$ cat src/rtl/uart_pkg.sv
// Shared types and helpers for the parametrised UART core: FSM state encoding,
// parity mode constants and a constant-function log2 used for counter widths.
package uart_pkg;

    typedef enum logic [2:0] {
        ST_IDLE,
        ST_START,
        ST_DATA,
        ST_PARITY,
        ST_STOP
    } uart_state_e;

    localparam int PAR_NONE = 0;
    localparam int PAR_ODD  = 1;
    localparam int PAR_EVEN = 2;

    function automatic int clog2(input int value);
        int result;
        result = 0;
        for (int i = 0; i < 31; i++) begin
            if ((1 << i) < value) begin
                result = i + 1;
            end
        end
        return result;
    endfunction

endpackage

$ cat src/rtl/uart_bit_timer.sv
// Bit-period down-counter: full or half-period load, auto-reloads on each tick
// while enabled so consecutive bits stay exactly CLK_DIV cycles apart.
module uart_bit_timer
    import uart_pkg::*;
#(
    parameter int CLK_DIV = 868
) (
    input  logic clk,
    input  logic rst_n,
    input  logic en,
    input  logic load,
    input  logic half_load,
    output logic tick
);

    localparam int CW = clog2(CLK_DIV);
    localparam logic [CW-1:0] FULL = CW'(CLK_DIV - 1);
    localparam logic [CW-1:0] HALF = CW'(CLK_DIV / 2 - 1);

    logic [CW-1:0] cnt_q, cnt_d;

    always_comb begin
        cnt_d = cnt_q;
        if (load) begin
            cnt_d = FULL;
        end else if (half_load) begin
            cnt_d = HALF;
        end else if (en) begin
            cnt_d = (cnt_q == '0) ? FULL : cnt_q - 1'b1;
        end
    end

    always_ff @(posedge clk) begin
        if (!rst_n) begin
            cnt_q <= '0;
        end else begin
            cnt_q <= cnt_d;
        end
    end

    assign tick = en && (cnt_q == '0);

endmodule

$ cat src/rtl/uart_core_param.sv
// Parametrised full-duplex UART engine with sticky frame/parity/overrun flags.
// Define UART_RX_FIFO_EN to replace the RX holding register with a FWFT FIFO.
module uart_core_param
    import uart_pkg::*;
#(
    parameter int CLK_DIV    = 868,
    parameter int DATA_W     = 8,
    parameter int PARITY     = 0,
    parameter int STOP_BITS  = 1,
    parameter int FIFO_DEPTH = 4
) (
    input  logic              clk,
    input  logic              rst_n,
    output logic              uart_tx,
    input  logic              uart_rx,
    input  logic [DATA_W-1:0] data_tx,
    output logic [DATA_W-1:0] data_rx,
    output logic              uart_valid,
    input  logic              uart_ready,
    output logic              uart_busy,
    input  logic              uart_begin,
    output logic              frame_err,
    output logic              parity_err,
    output logic              overrun_err,
    input  logic              err_clr
);

    localparam int IDX_W = clog2(DATA_W + 1);
    localparam logic [IDX_W-1:0] LAST_DATA = IDX_W'(DATA_W - 1);
    localparam logic [IDX_W-1:0] LAST_STOP = IDX_W'(STOP_BITS - 1);
    localparam bit HAS_PAR = (PARITY != PAR_NONE);

`ifndef SYNTHESIS
    initial begin
        if (CLK_DIV < 4) $error("uart_core_param: CLK_DIV must be >= 4");
        if (DATA_W < 5 || DATA_W > 9) $error("uart_core_param: DATA_W must be 5..9");
        if (PARITY < PAR_NONE || PARITY > PAR_EVEN) $error("uart_core_param: PARITY must be 0..2");
        if (STOP_BITS != 1 && STOP_BITS != 2) $error("uart_core_param: STOP_BITS must be 1 or 2");
        if (FIFO_DEPTH < 2 || (FIFO_DEPTH & (FIFO_DEPTH - 1)) != 0)
            $error("uart_core_param: FIFO_DEPTH must be a power of 2 >= 2");
    end
`endif

    function automatic logic par_of(input logic [DATA_W-1:0] d);
        return (PARITY == PAR_EVEN) ? ^d : ~^d;
    endfunction

    uart_state_e       tx_state_q, tx_state_d;
    logic [DATA_W-1:0] tx_shift_q, tx_shift_d;
    logic [IDX_W-1:0]  tx_idx_q, tx_idx_d;
    logic              tx_par_q, tx_par_d;
    logic              tx_q, tx_d;
    logic              busy_q, busy_d;
    logic              tx_load, tx_tick, tx_timer_en;

    uart_state_e       rx_state_q, rx_state_d;
    logic [DATA_W-1:0] rx_shift_q, rx_shift_d;
    logic [IDX_W-1:0]  rx_idx_q, rx_idx_d;
    logic              rx_sync1_q, rx_sync1_d, rx_sync2_q, rx_sync2_d;
    logic              rx_half_load, rx_tick, rx_timer_en, rx_done;
    logic              set_fe, set_pe, set_ov;
    logic              frame_err_q, frame_err_d;
    logic              parity_err_q, parity_err_d;
    logic              overrun_err_q, overrun_err_d;

    assign tx_timer_en = (tx_state_q != ST_IDLE);
    assign rx_timer_en = (rx_state_q != ST_IDLE);

    uart_bit_timer #(.CLK_DIV(CLK_DIV)) u_tx_timer (
        .clk       (clk),
        .rst_n     (rst_n),
        .en        (tx_timer_en),
        .load      (tx_load),
        .half_load (1'b0),
        .tick      (tx_tick)
    );

    uart_bit_timer #(.CLK_DIV(CLK_DIV)) u_rx_timer (
        .clk       (clk),
        .rst_n     (rst_n),
        .en        (rx_timer_en),
        .load      (1'b0),
        .half_load (rx_half_load),
        .tick      (rx_tick)
    );

    // The line level is decoded from the next state so uart_tx comes straight off a flop.
    always_comb begin
        tx_state_d = tx_state_q;
        tx_shift_d = tx_shift_q;
        tx_idx_d   = tx_idx_q;
        tx_par_d   = tx_par_q;
        tx_load    = 1'b0;
        case (tx_state_q)
            ST_IDLE: begin
                if (uart_begin) begin
                    tx_state_d = ST_START;
                    tx_shift_d = data_tx;
                    tx_par_d   = par_of(data_tx);
                    tx_load    = 1'b1;
                end
            end
            ST_START: begin
                if (tx_tick) begin
                    tx_state_d = ST_DATA;
                    tx_idx_d   = '0;
                end
            end
            ST_DATA: begin
                if (tx_tick) begin
                    tx_shift_d = tx_shift_q >> 1;
                    if (tx_idx_q == LAST_DATA) begin
                        tx_state_d = HAS_PAR ? ST_PARITY : ST_STOP;
                        tx_idx_d   = '0;
                    end else begin
                        tx_idx_d = tx_idx_q + 1'b1;
                    end
                end
            end
            ST_PARITY: begin
                if (tx_tick) tx_state_d = ST_STOP;
            end
            ST_STOP: begin
                if (tx_tick) begin
                    if (tx_idx_q == LAST_STOP) tx_state_d = ST_IDLE;
                    else tx_idx_d = tx_idx_q + 1'b1;
                end
            end
            default: tx_state_d = ST_IDLE;
        endcase
        busy_d = (tx_state_d != ST_IDLE);
        case (tx_state_d)
            ST_START:  tx_d = 1'b0;
            ST_DATA:   tx_d = tx_shift_d[0];
            ST_PARITY: tx_d = tx_par_d;
            default:   tx_d = 1'b1;
        endcase
    end

    // Sampling points sit mid-bit; after the stop sample we are back in IDLE half a bit early.
    always_comb begin
        rx_sync1_d   = uart_rx;
        rx_sync2_d   = rx_sync1_q;
        rx_state_d   = rx_state_q;
        rx_shift_d   = rx_shift_q;
        rx_idx_d     = rx_idx_q;
        rx_half_load = 1'b0;
        rx_done      = 1'b0;
        set_fe       = 1'b0;
        set_pe       = 1'b0;
        case (rx_state_q)
            ST_IDLE: begin
                if (!rx_sync2_q) begin
                    rx_state_d   = ST_START;
                    rx_half_load = 1'b1;
                end
            end
            ST_START: begin
                if (rx_tick) begin
                    if (rx_sync2_q) begin
                        rx_state_d = ST_IDLE;
                    end else begin
                        rx_state_d = ST_DATA;
                        rx_idx_d   = '0;
                    end
                end
            end
            ST_DATA: begin
                if (rx_tick) begin
                    rx_shift_d = {rx_sync2_q, rx_shift_q[DATA_W-1:1]};
                    if (rx_idx_q == LAST_DATA) begin
                        rx_state_d = HAS_PAR ? ST_PARITY : ST_STOP;
                    end else begin
                        rx_idx_d = rx_idx_q + 1'b1;
                    end
                end
            end
            ST_PARITY: begin
                if (rx_tick) begin
                    set_pe     = (rx_sync2_q != par_of(rx_shift_q));
                    rx_state_d = ST_STOP;
                end
            end
            ST_STOP: begin
                if (rx_tick) begin
                    set_fe     = !rx_sync2_q;
                    rx_done    = 1'b1;
                    rx_state_d = ST_IDLE;
                end
            end
            default: rx_state_d = ST_IDLE;
        endcase
    end

`ifdef UART_RX_FIFO_EN
    localparam int AW = clog2(FIFO_DEPTH);

    logic [DATA_W-1:0] fifo_mem_q [FIFO_DEPTH];
    logic [DATA_W-1:0] fifo_mem_d [FIFO_DEPTH];
    logic [AW:0]       wr_ptr_q, wr_ptr_d, rd_ptr_q, rd_ptr_d;
    logic              fifo_empty, fifo_full, fifo_push, fifo_pop;

    assign fifo_empty = (wr_ptr_q == rd_ptr_q);
    assign fifo_full  = (wr_ptr_q[AW] != rd_ptr_q[AW]) && (wr_ptr_q[AW-1:0] == rd_ptr_q[AW-1:0]);

    // A pop in the same cycle frees the slot, so a push into a full FIFO is legal then.
    always_comb begin
        fifo_mem_d = fifo_mem_q;
        wr_ptr_d   = wr_ptr_q;
        rd_ptr_d   = rd_ptr_q;
        fifo_pop   = !fifo_empty && uart_ready;
        fifo_push  = rx_done && (!fifo_full || fifo_pop);
        set_ov     = rx_done && fifo_full && !fifo_pop;
        if (fifo_push) begin
            fifo_mem_d[wr_ptr_q[AW-1:0]] = rx_shift_q;
            wr_ptr_d = wr_ptr_q + 1'b1;
        end
        if (fifo_pop) begin
            rd_ptr_d = rd_ptr_q + 1'b1;
        end
    end

    always_ff @(posedge clk) begin
        if (!rst_n) begin
            fifo_mem_q <= '{default: '0};
            wr_ptr_q   <= '0;
            rd_ptr_q   <= '0;
        end else begin
            fifo_mem_q <= fifo_mem_d;
            wr_ptr_q   <= wr_ptr_d;
            rd_ptr_q   <= rd_ptr_d;
        end
    end

    assign data_rx    = fifo_mem_q[rd_ptr_q[AW-1:0]];
    assign uart_valid = !fifo_empty;
`else
    logic [DATA_W-1:0] hold_data_q, hold_data_d;
    logic              hold_valid_q, hold_valid_d;

    always_comb begin
        hold_data_d  = hold_data_q;
        hold_valid_d = hold_valid_q;
        set_ov       = 1'b0;
        if (hold_valid_q && uart_ready) begin
            hold_valid_d = 1'b0;
        end
        if (rx_done) begin
            if (!hold_valid_q || uart_ready) begin
                hold_data_d  = rx_shift_q;
                hold_valid_d = 1'b1;
            end else begin
                set_ov = 1'b1;
            end
        end
    end

    always_ff @(posedge clk) begin
        if (!rst_n) begin
            hold_data_q  <= '0;
            hold_valid_q <= 1'b0;
        end else begin
            hold_data_q  <= hold_data_d;
            hold_valid_q <= hold_valid_d;
        end
    end

    assign data_rx    = hold_data_q;
    assign uart_valid = hold_valid_q;
`endif

    // Set beats clear when both land in the same cycle.
    always_comb begin
        frame_err_d   = err_clr ? 1'b0 : frame_err_q;
        parity_err_d  = err_clr ? 1'b0 : parity_err_q;
        overrun_err_d = err_clr ? 1'b0 : overrun_err_q;
        if (set_fe) frame_err_d = 1'b1;
        if (set_pe) parity_err_d = 1'b1;
        if (set_ov) overrun_err_d = 1'b1;
    end

    always_ff @(posedge clk) begin
        if (!rst_n) begin
            tx_state_q    <= ST_IDLE;
            tx_shift_q    <= '0;
            tx_idx_q      <= '0;
            tx_par_q      <= 1'b0;
            tx_q          <= 1'b1;
            busy_q        <= 1'b0;
            rx_sync1_q    <= 1'b1;
            rx_sync2_q    <= 1'b1;
            rx_state_q    <= ST_IDLE;
            rx_shift_q    <= '0;
            rx_idx_q      <= '0;
            frame_err_q   <= 1'b0;
            parity_err_q  <= 1'b0;
            overrun_err_q <= 1'b0;
        end else begin
            tx_state_q    <= tx_state_d;
            tx_shift_q    <= tx_shift_d;
            tx_idx_q      <= tx_idx_d;
            tx_par_q      <= tx_par_d;
            tx_q          <= tx_d;
            busy_q        <= busy_d;
            rx_sync1_q    <= rx_sync1_d;
            rx_sync2_q    <= rx_sync2_d;
            rx_state_q    <= rx_state_d;
            rx_shift_q    <= rx_shift_d;
            rx_idx_q      <= rx_idx_d;
            frame_err_q   <= frame_err_d;
            parity_err_q  <= parity_err_d;
            overrun_err_q <= overrun_err_d;
        end
    end

    assign uart_tx     = tx_q;
    assign uart_busy   = busy_q;
    assign frame_err   = frame_err_q;
    assign parity_err  = parity_err_q;
    assign overrun_err = overrun_err_q;

endmodule

$ cat config.mk
export PLATFORM = sky130hd
export DESIGN_NAME = uart_core_param
export DESIGN_NICKNAME = d
export VERILOG_FILES = /design/src/rtl/uart_pkg.sv /design/src/rtl/uart_bit_timer.sv /design/src/rtl/uart_core_param.sv
export SDC_FILE = /design/constraint.sdc
export NUM_CORES = 1
export LEC_CHECK = 0
export CAP_MARGIN = 20
export CORE_UTILIZATION = 55
export DETAILED_ROUTE_END_ITERATION = 12
export PLACE_DENSITY = 0.83
export SLEW_MARGIN = 20
export SYNTH_ARGS = -nofsm -noshare
export SYNTH_HDL_FRONTEND = slang
export SYNTH_SLANG_ARGS = --single-unit
$ cat constraint.sdc
create_clock -name clk -period 3.3 [get_ports clk]
set_input_delay 0.33 -clock clk [delete_from_list [all_inputs] [get_ports clk]]
set_output_delay 0.33 -clock clk [all_outputs]
set_load 0.01 [all_outputs]
==> key figures <==
Flow run
  – MaxCap Viol Count: 0

Floorplan
  – Row Count: 28
  – Initial Utilization: between 50% and 60%
  – Die H: 79.94 µm
  – # IOs: 28
  – Die X: 79.94 µm
  – Full die area: 0.006390 mm²
  – Core Region: about 0.0059 mm²

Timing
  – Fin. max-slew vios: 0
  – Max Fclk: 385.7 MHz
  – Crit share post-route: just under 80%
  – Worst slew pin tran: 770.7 ps
  – Final worst setup slack: 707.2 ps
  – Setup Skew: around 11 ps
  – Min Clock Period, post-route: roughly 2600 ps
  – Setup Viol. Count Final: 0
  – Post-route setup TNS: 0 ps
  – Rel. slew slack: 48.19%
  – Hold Violations, Final: 0
  – RSZ-0062 raised after global routing: false

Logic synthesis
  – Area contributors post-synth: dfxtp_1 40%, a21oi_1 5.7%, xnor2_1 4.2%
  – Synth cell count leaders: 67 x dfxtp_1, 38 x a21oi_1, 31 x nand2_1
  – Register area share after synthesis: between 40% and 50%
  – Top-count cell post-synth: dfxtp_1
  – Flops & latches, synth: between 60 and 70
  – Unique masters post-synth: 58
  – Area leader, netlist: dfxtp_1
  – Mapped Cells: 386
  – YS warnings: 0
  – Syn Nets: 407
  – Ys flop type: dfxtp_1
  – Syn Area/Cell: between 8 and 9 µm²
  – Post-synth EDFFs: 0
  – Synthesized area: 0.003341 mm²
  – Synth async-reset ratio: 0%
  – Yosys top cell area share: 40.15%

Final layout
  – Fin nets: 428
  – Cell area after layout: 0.003871 mm²
  – Synthesis-to-finish area growth: 15.88%
  – ANT cells: 0
  – Share of cells above drive strength 1: 8.495%

CTS
  – CTS tree: yes
  – Resized cells post-CTS: 0
  – Post-CTS Hold Buffers: 0
  – Clk_lat worst skew: ~350 ps
  – Worst-path clk slew: 70 ps
  – CTS root buf: clkbuf_8
  – Postcts setup bufs: 0
  – Sink Count: 67
  – Total CTS buffers: 9
  – CTS max path bufs: 2
  – H-tree depth: 3

Setup path
  – Largest fanout on the critical path: 9
  – Critical path's largest stage delay: 590 ps
  – CP max-delay cell: nor4_2
  – Crit path cell chain: inv_1 > ha_1 > or3b_2 > nor4_2 > nand2_1 > or4_1 > a21oi_1
  – Worst Setup Path Type: reg -> reg
  – Arr. time, crit path: 2880 ps
  – Worst Path Required: 3580 ps
  – Element type at the critical path end: flip-flop
  – Startpoint types: flip-flop

Pwr
  – Leak pwr: roughly 1.4 nW
  – Max VDD drop: 395.2 µV
  – Int Pwr: 1.553 mW
  – Seq pwr share: 41.9%
  – Clk pwr share: 33.8%
  – Switching power: 0.7205 mW
  – Combinational power share: approximately 24%
  – Sw Ratio: 31.70%
  – Cell area power density: 587.2 mW/mm²

Detailed routing
  – Drt first pass iters: 4
  – Via count: slightly below 3000
  – Residual DRC: 0
  – Via density per instance: 6.012
  – Routed Antenna Nets: 0
  – Routed Wire Length: 7.250 mm
  – Wire per inst: roughly 15 µm
  – Initial DRC count: 106

Global route
  – Tot GR Track Use: roughly a quarter
  – Largest net degree at the start of global routing: 47
  – Vias in the first global route: 2716
  – Initial antenna violation count: 0
  – Grt total ovfl: 0
  – First-pass GRT wire length: ~12 mm

Worst hold path
  – HP Class: reg -> reg

Placement
  – Area after DPL: 0.003645 mm²
  – Port Buf Inserts: 27
  – Gpl congestion: 0.9466
  – Final HPWL DP: 4.875 mm
  – Place WS: 785.1 ps

Run status
  – Run status: finished, final reports clean
path summary, 6_finish.rpt:
check | start | endpoint | slack (ps) | depth (start not counted)
setup reg to reg | u_rx_timer.cnt_q[0] | rx_idx_q[3] | 710 | 7
setup / recovery | u_rx_timer.cnt_q[0] | rx_idx_q[3] | 710 | 7
hold / removal | rx_sync1_q | rx_sync2_q | 420 | 1
hold reg to reg | rx_sync1_q | rx_sync2_q | 420 | 1
power by group through the flow:
stage          clock, mW  combinational (mW)  sequential (mW)
2_1_floorplan          0               0.436            0.943
3_3_place_gp           0               0.530            0.962
3_5_place_dp           0               0.544            0.966
4_1_cts            0.776               0.550            0.949
5_1_grt            0.807               0.608            0.960
6_report           0.768               0.553            0.952
layout make-up:
| type | count | area [µm²] |
|---|---|---|
| timing repair buffer | 31 | 300.3 |
| inverter | 10 | 37.54 |
| clock inverter | 6 | 88.84 |
| clock buffer | 10 | 137.6 |
| fill | 490 | 2014 |
| tap | 75 | 93.84 |
| multi-input combinational | 288 | 1872 |
| sequential | 67 | 1341 |
sequential cells by signal (all words and copies together) (netlist names), 4 cells and up:
signal,flops
data_rx,8
rx_idx_q,4
rx_shift_q,8
tx_idx_q,4
tx_shift_q,8
u_rx_timer.cnt_q,10
u_tx_timer.cnt_q,10
layer usage:
metal	GRT usage (%)	share of wire [%]	vias up	wire [µm]
li1	-	-	1437	-
met1	26.64	42	1373	3046
met2	40.68	50	95	3599
met3	6.857	5.6	23	407
met4	10.71	2.7	0	196
met5	0	0	-	0
critical path, delay by kind of cell (launching register included):
| kind | cells | cell delay (ps) |
|---|---|---|
| compound gates | 1 | 140 |
| fa+ha+maj | 1 | 250 |
| buf+inv | 1 | 120 |
| flops | 1 | 330 |
| simple gates | 4 | 1680 |
through the flow:
step / total power [mW] / utilization, % / instances / hold WS (ps)
final: 2.273 / 65.77 / 487 / 416.4
after CTS: 2.275 / 65.77 / 487 / 425.7
after floorplan: 1.379 / - / 386 / 386.3
after detailed placement: 1.511 / 61.93 / 471 / 398.0
after global placement: 1.492 / 61.93 / 471 / 401.4
after global routing: 2.374 / 65.77 / 487 / 452.8
cell usage in the layout (no fill, tap or decap), drive strengths merged, types with 4 or more instances in the layout:
cell type and instances:
mux2i 10, a21oi 38, clkdlybuf4s50 27, xor2 4, nor2 29, nor3 20
xnor2 16, or3 11, a211oi 6, a31oi 5, nand3 14, dfxtp 67
nand2 31, inv 10, and2 6, ha 7, nand3b 4, nor4 6
a22oi 8, buf 4, o21ai 14, nand2b 11, nand4 5, clkbuf 10
kinds of logic (layout without fill, tap and decap cells):
group                    count (synthesis)  in the layout  synth area share, %
flip-flops                              67             67                40.15
buffers and inverters                   31             57                3.820
multiplexers                            10             10                2.996
XOR/XNOR                                20             20                5.243
AO/OA/AOI/OAI                           96             96                18.99
AND/OR/NAND/NOR                        155            155                26.18
adder cells (fa/ha/maj)                  7              7                2.622
Power figures use the tool's default switching activity.
